===== config.mk =====
export PLATFORM = sky130hd
export DESIGN_NAME = booth_mul_seq_flat
export DESIGN_NICKNAME = d
export VERILOG_FILES = /design/src/rtl/booth_mul_seq_pkg.sv /design/src/rtl/booth_mul_seq_if.sv /design/src/rtl/booth_mul_seq_recode.sv /design/src/rtl/booth_mul_seq.sv /design/src/flat_wrapper.sv
export SDC_FILE = /design/constraint.sdc
export NUM_CORES = 1
export LEC_CHECK = 0
export BUFFER_PORTS_ARGS = -buffer_cell sky130_fd_sc_hd__buf_2
export CAP_MARGIN = 10
export CELL_PAD_IN_SITES_DETAIL_PLACEMENT = 1
export CELL_PAD_IN_SITES_GLOBAL_PLACEMENT = 2
export CORE_ASPECT_RATIO = 1.5
export CORE_MARGIN = 4
export CORE_UTILIZATION = 35
export DETAILED_ROUTE_END_ITERATION = 8
export GPL_ROUTABILITY_DRIVEN = 0
export HOLD_SLACK_MARGIN = 0.05
export PLACE_DENSITY_LB_ADDON = 0.1
export SLEW_MARGIN = 20
export SYNTH_ARGS = -nofsm -noshare
export SYNTH_HDL_FRONTEND = slang
export SYNTH_HIERARCHICAL = 1
export SYNTH_SLANG_ARGS = --single-unit

===== constraint.sdc =====
create_clock -name clk -period 11.66 [get_ports clk]
set_clock_uncertainty 0.05 [all_clocks]
set_input_delay 1.166 -clock clk [delete_from_list [all_inputs] [get_ports clk]]
set_output_delay 1.166 -clock clk [all_outputs]
set_load 0.05 [all_outputs]

===== src/rtl/booth_mul_seq_pkg.sv =====
`default_nettype none
// ============================================================================
//  Module   : booth_pkg
//  Purpose  : Shared types and helpers for the sequential Booth multiplier.
//             FSM state encoding, radix-4 digit encoding and the function
//             that gives the iteration count for a width/radix pair.
//  Ports    : none (package)
//  Revision : 1.0  initial parametrised release
// ============================================================================
package booth_pkg;

    typedef enum logic [1:0] {
        IDLE = 2'd0,
        RUN  = 2'd1,
        DONE = 2'd2
    } state_t;

    // Booth digit selected for one iteration.
    typedef enum logic [2:0] {
        ZERO = 3'd0,
        P1   = 3'd1,
        P2   = 3'd2,
        M1   = 3'd3,
        M2   = 3'd4
    } digit_t;

    // Operands are extended by two bits; radix-4 retires two bits per step.
    function automatic int booth_iters(input int width, input bit radix4);
        return radix4 ? (width + 2) / 2 : width + 2;
    endfunction

endpackage
`default_nettype wire


===== src/rtl/booth_mul_seq_if.sv =====
`default_nettype none
// ============================================================================
//  Module   : booth_mul_seq_if
//  Purpose  : Request/response bundle between the ALU control FSM (master)
//             and the multi-cycle Booth multiplier (slave).
//  Signals  : start, sign_mode, x, y  (master -> slave)
//             busy, done, z           (slave -> master)
//  Revision : 1.0  initial parametrised release
// ============================================================================
interface booth_mul_seq_if #(
    parameter int WIDTH = 16
) ();
    logic                 start;
    logic                 sign_mode;
    logic [WIDTH-1:0]     x;
    logic [WIDTH-1:0]     y;
    logic                 busy;
    logic                 done;
    logic [2*WIDTH-1:0]   z;

    modport master (
        output start, sign_mode, x, y,
        input  busy, done, z
    );

    modport slave (
        input  start, sign_mode, x, y,
        output busy, done, z
    );
endinterface
`default_nettype wire


===== src/rtl/booth_mul_seq_recode.sv =====
`default_nettype none
// ============================================================================
//  Module   : booth_recode
//  Purpose  : Combinational Booth recoder. Maps the low multiplier bits to a
//             digit in {0, +1, +2, -1, -2} times the multiplicand.
//  Ports    : bits_i   {q1, q0, q-1}; radix-2 uses only {q0, q-1}
//             radix4_i 1 = modified Booth table, 0 = radix-2 table
//             digit_o  selected digit
//             neg_o    digit is negative
//             dbl_o    digit has magnitude two (shift multiplicand by one)
//  Revision : 1.0  initial parametrised release
// ============================================================================
module booth_recode
    import booth_pkg::*;
(
    input  logic [2:0] bits_i,
    input  logic       radix4_i,
    output digit_t     digit_o,
    output logic       neg_o,
    output logic       dbl_o
);

    always_comb begin
        digit_o = ZERO;
        if (radix4_i) begin
            case (bits_i)
                3'b001, 3'b010: digit_o = P1;
                3'b011:         digit_o = P2;
                3'b100:         digit_o = M2;
                3'b101, 3'b110: digit_o = M1;
                default:        digit_o = ZERO;
            endcase
        end else begin
            case (bits_i[1:0])
                2'b01:   digit_o = P1;
                2'b10:   digit_o = M1;
                default: digit_o = ZERO;
            endcase
        end
    end

    assign neg_o = (digit_o == M1) || (digit_o == M2);
    assign dbl_o = (digit_o == P2) || (digit_o == M2);

endmodule
`default_nettype wire


===== src/rtl/booth_mul_seq.sv =====
`default_nettype none
// ============================================================================
//  Module   : booth_mul_seq
//  Purpose  : Parametrised sequential Booth multiplier (radix-2 or radix-4),
//             signed/unsigned per operation, exact 2*WIDTH product.
//  Ports    : clk    rising-edge clock
//             rst_n  asynchronous active-low reset
//             bus    booth_mul_seq_if slave: start/sign_mode/x/y in,
//                    busy/done/z out
//  Revision : 1.0  initial parametrised release
// ============================================================================
module booth_mul_seq
    import booth_pkg::*;
#(
    parameter int WIDTH  = 16,
    parameter int RADIX4 = 1
) (
    input  logic            clk,
    input  logic            rst_n,
    booth_mul_seq_if.slave  bus
);

    localparam int EW    = WIDTH + 2;                  // extended operand width
    localparam int AW    = WIDTH + 3;                  // accumulator holds +/-2M
    localparam int N     = booth_iters(WIDTH, RADIX4 != 0);
    localparam int CW    = $clog2(N + 1);
    localparam int SHIFT = (RADIX4 != 0) ? 2 : 1;
    localparam logic [CW-1:0] LAST = CW'(N - 1);

    state_t             state_q;
    logic               busy_q;
    logic               done_q;
    logic [2*WIDTH-1:0] z_q;
    logic [AW-1:0]      m_q, m_neg_q;
    logic [AW-1:0]      a_q, a_d;
    logic [EW-1:0]      q_q, q_d;
    logic               qm1_q, qm1_d;
    logic [CW-1:0]      cnt_q;

    // Zero-extension keeps unsigned operands non-negative, so one signed
    // datapath serves both modes.
    logic [EW-1:0] x_ext, y_ext;
    logic [AW-1:0] m_load;
    assign x_ext  = bus.sign_mode ? {{2{bus.x[WIDTH-1]}}, bus.x} : {2'b00, bus.x};
    assign y_ext  = bus.sign_mode ? {{2{bus.y[WIDTH-1]}}, bus.y} : {2'b00, bus.y};
    assign m_load = {x_ext[EW-1], x_ext};

    digit_t digit;
    logic   neg, dbl;

    booth_recode u_recode (
        .bits_i   ({q_q[1:0], qm1_q}),
        .radix4_i (RADIX4 != 0),
        .digit_o  (digit),
        .neg_o    (neg),
        .dbl_o    (dbl)
    );

    logic [AW-1:0]        addend;
    logic [AW-1:0]        sum;
    logic signed [AW+EW:0] cat, cat_sh;

    // One iteration: add the selected multiple, then arithmetic-shift the
    // whole {A, Q, q-1} chain right by the radix step.
    always_comb begin
        addend = '0;
        if (digit != ZERO) begin
            if (neg) addend = dbl ? (m_neg_q << 1) : m_neg_q;
            else     addend = dbl ? (m_q << 1)     : m_q;
        end
        sum    = a_q + addend;
        cat    = {sum, q_q, qm1_q};
        cat_sh = cat >>> SHIFT;
        a_d    = cat_sh[AW+EW:EW+1];
        q_d    = cat_sh[EW:1];
        qm1_d  = cat_sh[0];
    end

    always_ff @(posedge clk or negedge rst_n) begin
        if (!rst_n) begin
            state_q <= IDLE;
            busy_q  <= 1'b0;
            done_q  <= 1'b0;
            z_q     <= '0;
            m_q     <= '0;
            m_neg_q <= '0;
            a_q     <= '0;
            q_q     <= '0;
            qm1_q   <= 1'b0;
            cnt_q   <= '0;
        end else begin
            done_q <= 1'b0;
            case (state_q)
                // DONE accepts a new request exactly like IDLE, so
                // back-to-back operations have no bubble.
                IDLE, DONE: begin
                    if (bus.start) begin
                        m_q     <= m_load;
                        m_neg_q <= -m_load;
                        a_q     <= '0;
                        q_q     <= y_ext;
                        qm1_q   <= 1'b0;
                        cnt_q   <= '0;
                        busy_q  <= 1'b1;
                        state_q <= RUN;
                    end else begin
                        state_q <= IDLE;
                    end
                end
                RUN: begin
                    a_q   <= a_d;
                    q_q   <= q_d;
                    qm1_q <= qm1_d;
                    cnt_q <= cnt_q + 1'b1;
                    if (cnt_q == LAST) begin
                        // Q holds the low EW product bits, A the rest.
                        z_q     <= {a_d[2*WIDTH-EW-1:0], q_d};
                        done_q  <= 1'b1;
                        busy_q  <= 1'b0;
                        state_q <= DONE;
                    end
                end
                default: begin
                    busy_q  <= 1'b0;
                    state_q <= IDLE;
                end
            endcase
        end
    end

    assign bus.busy = busy_q;
    assign bus.done = done_q;
    assign bus.z    = z_q;

endmodule
`default_nettype wire

===== src/flat_wrapper.sv =====
// flat-port wrapper written by rule: the top's interface ports become plain ports
module booth_mul_seq_flat import booth_pkg::*;
#(
    parameter int WIDTH  = 16,
    parameter int RADIX4 = 1
)
  (clk, rst_n, bus_start, bus_sign_mode, bus_x, bus_y, bus_busy, bus_done, bus_z);
  booth_mul_seq_if #(.WIDTH(WIDTH)) bus_i ();
  input  logic clk;
  input  logic rst_n;
  input wire logic [$bits(bus_i.start)-1:0] bus_start;
  input wire logic [$bits(bus_i.sign_mode)-1:0] bus_sign_mode;
  input wire logic [$bits(bus_i.x)-1:0] bus_x;
  input wire logic [$bits(bus_i.y)-1:0] bus_y;
  output wire logic [$bits(bus_i.busy)-1:0] bus_busy;
  output wire logic [$bits(bus_i.done)-1:0] bus_done;
  output wire logic [$bits(bus_i.z)-1:0] bus_z;
  assign bus_i.start = bus_start;
  assign bus_i.sign_mode = bus_sign_mode;
  assign bus_i.x = bus_x;
  assign bus_i.y = bus_y;
  assign bus_busy = bus_i.busy;
  assign bus_done = bus_i.done;
  assign bus_z = bus_i.z;
  booth_mul_seq #(.WIDTH(WIDTH), .RADIX4(RADIX4)) u_core (.clk(clk), .rst_n(rst_n), .bus(bus_i));
endmodule

; Word-level counts from Yosys, hierarchy flattened
; Index checks and enable logic that the tools add are counted.
[word_totals]
reg_bits = 115
output_inout_bits = 34
wordCells = 62
[op_classes]
addsub = 3
n_eq_ne = 14
muxes = 23
n_reduce_logical = 12
[op_table]
columns = cell, count
row1 = $mux 19, 4
row2 = $mux 18, 4
row3 = $pmux 19 s2, 1
row4 = $pmux 18 s2, 1
row5 = $add 19x19->19, 1
row6 = $neg 19->19, 1
row7 = $eq 3x2->1 const B, 4
row8 = $eq 3x3->1 const B, 4
row9 = $pmux 3 s4, 1
row10 = $pmux 4 s2, 1
row11 = $reduce_and 2->1, 4
row12 = $mux 1, 6
row13 = $reduce_or 2->1, 3
row14 = $add 4x1->4 const B, 1
row15 = $eq 4x4->1 const B, 1
row16 = $mux 4, 1
row17 = $pmux 1 s2, 2
row18 = $pmux 2 s2, 1
row19 = $eq 3x1->1 const B, 1
row20 = $reduce_bool 3->1, 1
row21 = $eq 2x1->1 const B, 1
row22 = $eq 2x2->1 const B, 1
row23 = $logic_not 2->1, 1
row24 = $logic_or 1x1->1, 2
row25 = other kinds (4), 4

; Logic depth before layout (Yosys ltp)
; Gate-level depths: netlist of the first run.
[logic_depth]
word_depth = 10
ltp_mapped = 17
mapped_depth_nobuf = 16

; Hierarchy
; The synthesis of the first run kept the hierarchy.
[by_module_without_submodules]
columns = mod, instances, cells_per_inst, area_each_um2, seq_area_each_um2
row1 = booth_mul_seq, 1, 641, 6067.1, 2777.7
row2 = booth_recode, 1, 20, 143.9, 0.0

; Worst setup path before layout of the first run
; Ideal clock, no wire load.
[synth_path]
path_kind = flip-flop to flip-flop
startpoint = reg u_core.qm1_q
endpoint = reg u_core.a_q[13]
arrival_ps = 4322
path_slack_ps = 7166
stages_incl_launch_ff = 16
path_buffers = 2
period_less_slack_ps = 4494
path_cell_list = dfrtp_1 -> inv_1 -> ha_1 -> or4_1 -> o21ai_0 -> clkbuf_1 -> mux4_2 -> nor2b_1 -> ha_1 -> clkbuf_1 -> a21o_1 -> a31oi_2 -> o221ai_1 -> o31a_1 -> or3_1 -> a32o_1
[synth_rtl]
columns = element, line_no
row1 = start: declaration, booth_mul_seq.sv:37  ; logic qm1_q, qm1_d;
row2 = start signal: assignment, booth_mul_seq.sv:113  ; qm1_q <= qm1_d;
row3 = $eq 3x3->1 (tied with other cells), booth_mul_seq_recode.sv:26  ; case (bits_i)
row4 = $reduce_or 2->1, booth_mul_seq_recode.sv:26
row5 = $pmux 3 s4 *, booth_mul_seq_recode.sv:26
row6 = via u_core.digit[0], booth_mul_seq.sv:48  ; digit_t digit;
row7 = $eq 3x2->1 or $eq 3x3->1 (tied branches), booth_mul_seq_recode.sv:42  ; assign neg_o = (digit_o == M1) || (digit_o == M2);
row8 = $logic_or 1x1->1 *, booth_mul_seq_recode.sv:42
row9 = via u_core.neg, booth_mul_seq.sv:49  ; logic neg, dbl;
row10 = $mux 19 *, booth_mul_seq.sv:68  ; if (neg) addend = dbl ? (m_neg_q << 1) : m_neg_q;
row11 = $mux 19 *, booth_mul_seq.sv:67  ; if (digit != ZERO) begin
row12 = $add 19x19->19 *, booth_mul_seq.sv:71  ; sum = a_q + addend;
row13 = $pmux 19 s2 *, booth_mul_seq.sv:93  ; case (state_q)
row14 = end signal: assignment, booth_mul_seq.sv:87  ; a_q <= '0;
row15 = end signal: assignment, booth_mul_seq.sv:100  ; a_q <= '0;
row16 = end signal: assignment, booth_mul_seq.sv:111  ; a_q <= a_d;
row17 = end: declaration, booth_mul_seq.sv:35  ; logic [AW-1:0] a_q, a_d;
; The timed path passes the listed nets; every way through them passes the cells marked *.
; A chain may end at the register's enable or synchronous reset.

; Final worst setup path of the first run
; Same ends and word-level chain as after synthesis.

==> impl_summary.log, run 1 <==
INFO  metric status = complete, no violations
INFO  metric numClockSinks = 111
INFO  metric finalCriticalPeriod = 4.707 ns
INFO  metric io_buffers = 69
INFO  metric tightest_slew = 0.7733 ns
INFO  metric worstSetupStartpoint = u_core/qm1_q
INFO  metric reg2reg_setup_slack = 6.95 ns
INFO  metric final.period_utilization = 40.37%
INFO  metric route.detailed.vias_per_inst = 5.302
INFO  metric crit_cells = 14
INFO  metric most_common_cell_on_crit_path = sky130_fd_sc_hd__ha_1
INFO  metric postCtsSetupRepairBufs = 0
INFO  metric tritoncts = built
INFO  metric cp.required = 11.85 ns
INFO  metric endpoint = u_core/a_q[13]
INFO  metric routed_wirelength = 16920 um
INFO  metric detail_route.iter0.violations = 200
INFO  metric drtPass1Iterations = 4
INFO  metric postRouteAntennaNets = 0
INFO  metric ios = 70
INFO  metric final-setup-viol-count = 0
INFO  metric critical_path_peak_fanout = 20
INFO  metric syn_avg_cell_area = 9.396 sq um
INFO  metric crit_family = compound AO/OA/AOI/OAI gates
INFO  metric cp_cell_sequence = inv_1, ha_1, or4_1, o21ai_2, buf_4, mux4_2, nor2b_1, ha_1, a21o_1, a31oi_2, o221ai_1, o31a_1, or3_1, a32o_1
INFO  metric ys_dominant_reg_cell = sky130_fd_sc_hd__dfrtp_1
INFO  metric final_core_utilization = 40.71%
INFO  metric core-area = 17420 sq um
INFO  metric dp_worst_setup_slack = 6.946 ns
INFO  metric grt_first_pass_wirelength = 28210 um
INFO  metric timing.reg2reg.worst_path_depth = 14
INFO  metric fin_ws = 6.953 ns
INFO  metric timing.setup.tns = 0 ns
INFO  metric globalRouteOverflowTotal = 0
INFO  metric dp_hpwl = 12380 um
INFO  metric whs = 0.4191 ns
INFO  metric postCtsHoldBufs = 0
INFO  metric floorplan.initialDensity = 35.65%
INFO  metric vias = 4963
INFO  metric die_width = 116.8 um
INFO  metric number_of_global_route_vias_before_repair = 5382
INFO  metric number_of_synthesized_flops_with_an_enable_pin = 0
INFO  metric r2r_path_end = u_core/a_q[13]
INFO  metric criticalPathCategory = reg2reg
INFO  metric min-delay-start = u_core/bus.z[16]
INFO  metric clkTransAtPathRegs = 0.08 ns
INFO  metric async_flop_share = 100.0%
INFO  metric flow.area_growth_from_synthesis = 14.18%
INFO  metric num-nets-final = 781
INFO  metric synth_seq_area_share = 44.72%
INFO  metric fill_cells = 2041
INFO  metric final-max-slew-violation-count = 0
INFO  metric grt_antenna_before_repair = 0
INFO  metric grt_setup_unrepaired = no
INFO  metric number_of_levels_in_the_clock_h_tree = 3
INFO  metric synth_cell_types = 60
INFO  metric cts_repair_resize_count = 0
INFO  metric clock_latency = 0.36 ns
INFO  metric post-route-drc-count = 0
INFO  metric syn-cell-area = 6211 sq um
INFO  metric layout-drive-gt1-share = 18.53%
INFO  metric maxCapViolCount = 0
INFO  metric critical-path-max-stage-delay = 0.54 ns
INFO  metric grt_usage = 17.94%
INFO  metric clock-root-buffer = sky130_fd_sc_hd__clkbuf_16
INFO  metric synth_cells = 661
INFO  metric critical_path.endpoint_type = flop
INFO  metric clock_tree.buffer_depth = 2
INFO  metric post_drt_wl_per_cell = 18.07 um
INFO  metric count_of_antenna_diodes_in_the_layout = 0
INFO  metric placementRows = 59
INFO  metric report.final.hold_viol_count = 0
INFO  metric max_slew_margin = 48.45%
INFO  metric synth_seq_cells = 111
INFO  metric die_y = 171.2 um
INFO  metric grt_max_degree = 59
INFO  metric critPathLaunchType = flop
INFO  metric maxClockFrequency = 212.5 MHz
INFO  metric cp.arrival = 4.90 ns
INFO  metric cpMaxStageDelayCell = sky130_fd_sc_hd__mux4_2
INFO  metric numCtsBuffers = 9
INFO  metric regToRegStartpoint = u_core/qm1_q
INFO  metric hold_wc_path_type = reg2reg
INFO  metric die_area = 19980 sq um
INFO  metric yosys_warnings = 6
INFO  metric worstPathBufferInverterCount = 2
## layout by cell type, fill, tap and decap left out, types with 3 or more instances in the layout
cell type	count
sky130_fd_sc_hd__conb_1	3
sky130_fd_sc_hd__nand4_1	5
sky130_fd_sc_hd__o21ai_0	33
sky130_fd_sc_hd__a21o_1	9
sky130_fd_sc_hd__a21oi_1	20
sky130_fd_sc_hd__nand2_1	187
sky130_fd_sc_hd__buf_4	11
sky130_fd_sc_hd__buf_2	68
sky130_fd_sc_hd__clkbuf_16	9
sky130_fd_sc_hd__inv_1	18
sky130_fd_sc_hd__a22oi_1	16
sky130_fd_sc_hd__nor2_1	15
sky130_fd_sc_hd__mux2_2	9
sky130_fd_sc_hd__mux4_2	15
sky130_fd_sc_hd__or4_1	3
sky130_fd_sc_hd__ha_1	26
sky130_fd_sc_hd__nand3_1	13
sky130_fd_sc_hd__or3_1	4
sky130_fd_sc_hd__nor2b_1	18
sky130_fd_sc_hd__mux2i_1	7
sky130_fd_sc_hd__o31ai_1	3
sky130_fd_sc_hd__dfrtp_1	111
sky130_fd_sc_hd__a211oi_1	5
sky130_fd_sc_hd__a22o_1	14
sky130_fd_sc_hd__xnor2_1	14
sky130_fd_sc_hd__nor3_1	9
sky130_fd_sc_hd__nand2b_1	9
sky130_fd_sc_hd__xor2_1	11
sky130_fd_sc_hd__and3_1	4
## stage by stage
step	instances	area, sq um
after detailed placement	920	6790
after global placement	920	6790
final	936	7092
after global routing	936	7092
after floorplan	663	6218
after CTS	936	7092
## worst register-to-register path: stages, from the launching register on
cell	delay [ns]
sky130_fd_sc_hd__dfrtp_1	0.40
sky130_fd_sc_hd__inv_1	0.10
sky130_fd_sc_hd__ha_1	0.37
sky130_fd_sc_hd__or4_1	0.52
sky130_fd_sc_hd__o21ai_2	0.08
sky130_fd_sc_hd__buf_4	0.32
sky130_fd_sc_hd__mux4_2	0.55
sky130_fd_sc_hd__nor2b_1	0.15
sky130_fd_sc_hd__ha_1	0.38
sky130_fd_sc_hd__a21o_1	0.24
sky130_fd_sc_hd__a31oi_2	0.40
sky130_fd_sc_hd__o221ai_1	0.19
sky130_fd_sc_hd__o31a_1	0.27
sky130_fd_sc_hd__or3_1	0.30
sky130_fd_sc_hd__a32o_1	0.25
## how the worst min path moves through the flow
stage	to	depth (start not counted)
3_5_place_dp	u_core/bus.z[16]	2
4_1_cts	u_core/bus.z[16]	2
6_report	u_core/bus.z[16]	2
5_1_grt	u_core/m_neg_q[18]	1
3_3_place_gp	u_core/bus.z[15]	2
2_1_floorplan	u_core/m_neg_q[18]	1
## flip-flops by register name (all words and copies together), names as in the netlist
register / cells
u_core/bus.busy: 1
u_core/q_q: 18
u_core/m_q: 17
u_core/qm1_q: 1
u_core/state_q: 2
u_core/bus.z: 32
u_core/m_neg_q: 18
u_core/bus.done: 1
u_core/a_q: 17
u_core/cnt_q: 4
## synthesized netlist by cell type (3+ instances only)
cell type                  instances  area (sq um)
sky130_fd_sc_hd__xor2_1           11         96.34
sky130_fd_sc_hd__clkbuf_1         30         112.6
sky130_fd_sc_hd__a21o_1            9         67.56
sky130_fd_sc_hd__and3_1            4         25.02
sky130_fd_sc_hd__a22o_1           14         122.6
sky130_fd_sc_hd__buf_1             3         11.26
sky130_fd_sc_hd__nand2b_1          9         56.30
sky130_fd_sc_hd__a211oi_1          6         45.04
sky130_fd_sc_hd__nor3_1            9         45.04
sky130_fd_sc_hd__or4_1             3         22.52
sky130_fd_sc_hd__nor2_1           16         60.06
sky130_fd_sc_hd__inv_1            18         67.56
sky130_fd_sc_hd__mux2i_1           7         70.07
sky130_fd_sc_hd__ha_1             26         325.3
sky130_fd_sc_hd__nor2b_1          20         125.1
sky130_fd_sc_hd__o31ai_1           3         22.52
sky130_fd_sc_hd__mux4_2           15         337.8
sky130_fd_sc_hd__nand2_1         187         701.9
sky130_fd_sc_hd__or3_1             4         25.02
sky130_fd_sc_hd__dfrtp_1         111          2778
sky130_fd_sc_hd__nand4_1           5         31.28
sky130_fd_sc_hd__a22oi_1          16         120.1
sky130_fd_sc_hd__mux2_2            9         101.4
sky130_fd_sc_hd__xnor2_1          14         122.6
sky130_fd_sc_hd__o21ai_0          34         170.2
sky130_fd_sc_hd__a21oi_1          20         100.1
sky130_fd_sc_hd__nand3_1          13         65.06
## layer usage
metal	part of all wire [%]	track usage, %	vias to the layer above
met1	45	22.93	2490
met4	1.5	5.439	0
met3	1.9	2.548	18
met5	0	0	-
met2	51	31.14	50
li1	-	-	2405
## area by class of cell
class	instances	area [sq um]	share of cell area, %
clock buffers	10	239.0	3.370
clock inverters	6	62.56	0.8821
inverters	19	71.32	1.006
multi-input cells	498	3252	45.85
flip-flops and latches	111	2778	39.17
well taps	213	266.5	3.758
repair buffers	79	422.9	5.963
## cells by family (layout without fill, tap and decap cells)
family	Yosys count	after routing	synth area share, %
and+or+nand+nor	286	286	20.93
xor gates and xnor gates	25	25	3.525
adders and majority gates	27	27	5.560
muxes	31	31	8.199
other	1	3	0.06038
buffers and inverters	54	114	3.304
AOI/OAI and AO/OA	126	126	13.70
DFF	111	111	44.72
Power of run 1 is not shown: default switching activity piles up to over one toggle a cycle in this logic, so the estimate is an artifact.
==> run 2: changes to the inputs <==
--- a/config.mk
+++ b/config.mk
@@ -5,13 +5,14 @@
 export SDC_FILE = /design/constraint.sdc
 export NUM_CORES = 1
 export LEC_CHECK = 0
+export ABC_AREA = 1
 export BUFFER_PORTS_ARGS = -buffer_cell sky130_fd_sc_hd__buf_2
 export CAP_MARGIN = 10
 export CELL_PAD_IN_SITES_DETAIL_PLACEMENT = 1
 export CELL_PAD_IN_SITES_GLOBAL_PLACEMENT = 2
 export CORE_ASPECT_RATIO = 1.5
 export CORE_MARGIN = 4
-export CORE_UTILIZATION = 35
+export CORE_UTILIZATION = 31
 export DETAILED_ROUTE_END_ITERATION = 8
 export GPL_ROUTABILITY_DRIVEN = 0
 export HOLD_SLACK_MARGIN = 0.05
==> constraint.sdc (replaced) <==
create_clock -name clk -period 4 [get_ports clk]
set_clock_uncertainty 0.05 [all_clocks]
set_input_delay 0.4 -clock clk [delete_from_list [all_inputs] [get_ports clk]]
set_output_delay 0.4 -clock clk [all_outputs]
set_load 0.05 [all_outputs]
==> run 2 against run 1 <==
Final cell count rose by 24%. Setup slack worse by 6.6 ns. Worst hold slack worse by 0.37 ns. Die area up 15%. Wire length up 14%. Clock-buffer cell count is the same. Sequential cell count unchanged. Register-to-register slack worse by 6.6 ns. Critical path type unchanged. Highest routed layer unchanged.
==> impl_summary.log, run 2 <==
INFO  metric synth_seq_cells = 111
INFO  metric cpMaxStageDelayCell = sky130_fd_sc_hd__dfrtp_1
INFO  metric regToRegStartpoint = u_core/qm1_q
INFO  metric synth-compound-area-share = 15.05%
INFO  metric vias = 5724
INFO  metric async_flop_share = 100.0%
INFO  metric clock_latency = 0.37 ns
INFO  metric ios = 70
INFO  metric io_buffers = 69
INFO  metric count_of_antenna_diodes_in_the_layout = 0
INFO  metric yosys_warnings = 6
INFO  metric fill_cells = 2554
INFO  metric footprint_of_the_flip_flops_and_latches = 2778 sq um
INFO  metric yosys.area_share.simple = 25.70%
INFO  metric number_of_global_route_vias_before_repair = 6196
INFO  metric synth_cells = 832
INFO  metric critPathLaunchType = flop
INFO  metric grt_usage = 17.40%
INFO  metric flow.area_growth_from_synthesis = 14.25%
INFO  metric maxClockFrequency = 277.6 MHz
INFO  metric final-setup-viol-count = 0
INFO  metric tritoncts = built
INFO  metric postCtsHoldBufs = 0
INFO  metric detail_route.iter0.violations = 272
INFO  metric grt_first_pass_wirelength = 32080 um
INFO  metric num-nets-final = 954
INFO  metric synth_cell_types = 41
INFO  metric die_width = 125.0 um
INFO  metric status = complete, no violations
INFO  metric drtPass1Iterations = 4
INFO  metric syn_avg_cell_area = 7.653 sq um
INFO  metric timing.reg2reg.worst_path_depth = 19
INFO  metric synth_most_common_cell = sky130_fd_sc_hd__nand2_1
INFO  metric postRouteAntennaNets = 0
INFO  metric finalCriticalPeriod = 3.603 ns
INFO  metric whs = 0.04977 ns
INFO  metric most_common_cell_on_crit_path = sky130_fd_sc_hd__nand2_1
INFO  metric critical-path-max-stage-delay = 0.40 ns
INFO  metric clkTransAtPathRegs = 0.08 ns
INFO  metric criticalPathCategory = reg2reg
INFO  metric route.detailed.vias_per_inst = 4.934
INFO  metric synthDominantAreaCellType = sky130_fd_sc_hd__dfrtp_1
INFO  metric cts_repair_resize_count = 0
INFO  metric die_y = 183.5 um
INFO  metric maxCapViolCount = 0
INFO  metric syn-cell-area = 6367 sq um
INFO  metric cp_cell_sequence = inv_1, ha_1, nor2_1, nand3_1, nand2_1, buf_4, nor2_1, nor2_1, o21ai_0, a21oi_1, ha_1, nand2_1, inv_1, a21oi_1, nand3_2, nand2_1, nand3_1, nand3_1, nand2_1
INFO  metric cp.arrival = 3.81 ns
INFO  metric multi_input_area = 3032 sq um
INFO  metric dp_hpwl = 14210 um
INFO  metric crit_family = simple AND/OR/NAND/NOR gates
INFO  metric core-area = 20340 sq um
INFO  metric fin_ws = 0.3975 ns
INFO  metric numCtsBuffers = 9
INFO  metric routed_wirelength = 19360 um
INFO  metric final.period_utilization = 90.06%
INFO  metric synth_top_cell_area_share = 43.62%
INFO  metric grt_setup_unrepaired = no
INFO  metric synth-xor-area-share = 1.238%
INFO  metric synth_seq_area_share = 43.62%
INFO  metric ys_dominant_reg_cell = sky130_fd_sc_hd__dfrtp_1
INFO  metric worstPathBufferInverterCount = 3
INFO  metric post_drt_wl_per_cell = 16.69 um
INFO  metric r2r_path_end = u_core/bus.z[30]
INFO  metric clock-root-buffer = sky130_fd_sc_hd__clkbuf_16
INFO  metric dp_worst_setup_slack = 0.3969 ns
INFO  metric postCtsSetupRepairBufs = 0
INFO  metric numClockSinks = 111
INFO  metric number_of_synthesized_flops_with_an_enable_pin = 0
INFO  metric post-route-drc-count = 0
INFO  metric synth-adder-area-share = 5.423%
INFO  metric layout-drive-gt1-share = 13.95%
INFO  metric placementRows = 64
INFO  metric critical_path_peak_fanout = 43
INFO  metric dominant_combinational_cell_family_by_area_after_synthesis = simple AND/OR/NAND/NOR gates
INFO  metric ys_top_cells_by_area = sky130_fd_sc_hd__dfrtp_1 44%, sky130_fd_sc_hd__nand2_1 13%, sky130_fd_sc_hd__inv_1 5.6%
INFO  metric grt_max_degree = 61
INFO  metric critical_path.endpoint_type = flop
INFO  metric number_of_levels_in_the_clock_h_tree = 3
INFO  metric most_used_cells_in_the_layout_excluding_fill_and_tap_cells = 229 x sky130_fd_sc_hd__nand2_1, 111 x sky130_fd_sc_hd__dfrtp_1, 95 x sky130_fd_sc_hd__inv_1
INFO  metric grt_antenna_before_repair = 0
INFO  metric layout_commonest_cell = sky130_fd_sc_hd__nand2_1
INFO  metric clock_tree.buffer_depth = 2
INFO  metric globalRouteOverflowTotal = 0
INFO  metric hold_wc_path_type = in2async
INFO  metric cp.required = 4.21 ns
INFO  metric report.final.hold_viol_count = 0
INFO  metric max_slew_margin = 38.62%
INFO  metric post_synth_mux_area_share = 0%
INFO  metric reg2reg_setup_slack = 0.40 ns
INFO  metric timing.setup.tns = 0 ns
INFO  metric tightest_slew = 0.9193 ns
INFO  metric die_area = 22940 sq um
INFO  metric synthTopCellsByCount = 229 x sky130_fd_sc_hd__nand2_1, 111 x sky130_fd_sc_hd__dfrtp_1, 95 x sky130_fd_sc_hd__inv_1
INFO  metric max_ffs_per_register = 32
INFO  metric floorplan.initialDensity = 31.31%
INFO  metric final-max-slew-violation-count = 0
run 2: final cells by class:
cell class	instances	area share (%)
flip-flops and latches	111	38.18
inverters	107	5.521
well taps	264	4.541
multi-input cells	583	41.68
clock buffers	10	3.148
repair buffers	79	5.986
clock inverters	6	0.9460
run 2: metal layers:
| layer | up-vias | global-route usage (%) | share of wire, % |
|---|---|---|---|
| li1 | 2818 | - | - |
| met4 | 0 | 6.467 | 2.6 |
| met3 | 30 | 2.558 | 2.5 |
| met5 | - | 0 | 0 |
| met1 | 2801 | 19.97 | 41 |
| met2 | 75 | 32.58 | 54 |
run 2: worst reg2reg max path: stages, from the launching register on:
cell,delay (ns)
sky130_fd_sc_hd__dfrtp_1,0.40
sky130_fd_sc_hd__inv_1,0.10
sky130_fd_sc_hd__ha_1,0.35
sky130_fd_sc_hd__nor2_1,0.12
sky130_fd_sc_hd__nand3_1,0.11
sky130_fd_sc_hd__nand2_1,0.16
sky130_fd_sc_hd__buf_4,0.38
sky130_fd_sc_hd__nor2_1,0.11
sky130_fd_sc_hd__nor2_1,0.10
sky130_fd_sc_hd__o21ai_0,0.09
sky130_fd_sc_hd__a21oi_1,0.29
sky130_fd_sc_hd__ha_1,0.35
sky130_fd_sc_hd__nand2_1,0.13
sky130_fd_sc_hd__inv_1,0.07
sky130_fd_sc_hd__a21oi_1,0.18
sky130_fd_sc_hd__nand3_2,0.17
sky130_fd_sc_hd__nand2_1,0.12
sky130_fd_sc_hd__nand3_1,0.09
sky130_fd_sc_hd__nand3_1,0.10
sky130_fd_sc_hd__nand2_1,0.05
run 2: worst max path at each step:
| stage | from | to | slack [ns] | cells after the start |
|---|---|---|---|---|
| after floorplan | u_core/qm1_q | u_core/bus.z[28] | 0.99 | 23 |
| after global placement | u_core/qm1_q | u_core/bus.z[30] | 0.46 | 19 |
| after detailed placement | u_core/qm1_q | u_core/bus.z[30] | 0.40 | 19 |
| after CTS | u_core/qm1_q | u_core/bus.z[30] | 0.37 | 19 |
| after global routing | u_core/qm1_q | u_core/bus.z[30] | 0.08 | 19 |
| final | u_core/qm1_q | u_core/bus.z[30] | 0.40 | 19 |
run 2: metrics by stage:
step                instance area, sq um  instances  util, %
detailed placement                  6977       1144    34.30
global placement                    6977       1144    34.30
CTS                                 7274       1160    35.77
global route                        7274       1160    35.77
finish                              7274       1160    35.77
floorplan                           6371        833        -
run 2: kinds of logic (layout without fill, tap and decap cells):
logic type | count (synthesis) | count (layout)
and+or+nand+nor | 373 | 373
AOI/OAI and AO/OA | 172 | 172
buffers and inverters | 139 | 202
DFF | 111 | 111
adders and majority gates | 27 | 27
xor gates and xnor gates | 9 | 9
other | 1 | 2
Power of run 2 is left out for the same reason.
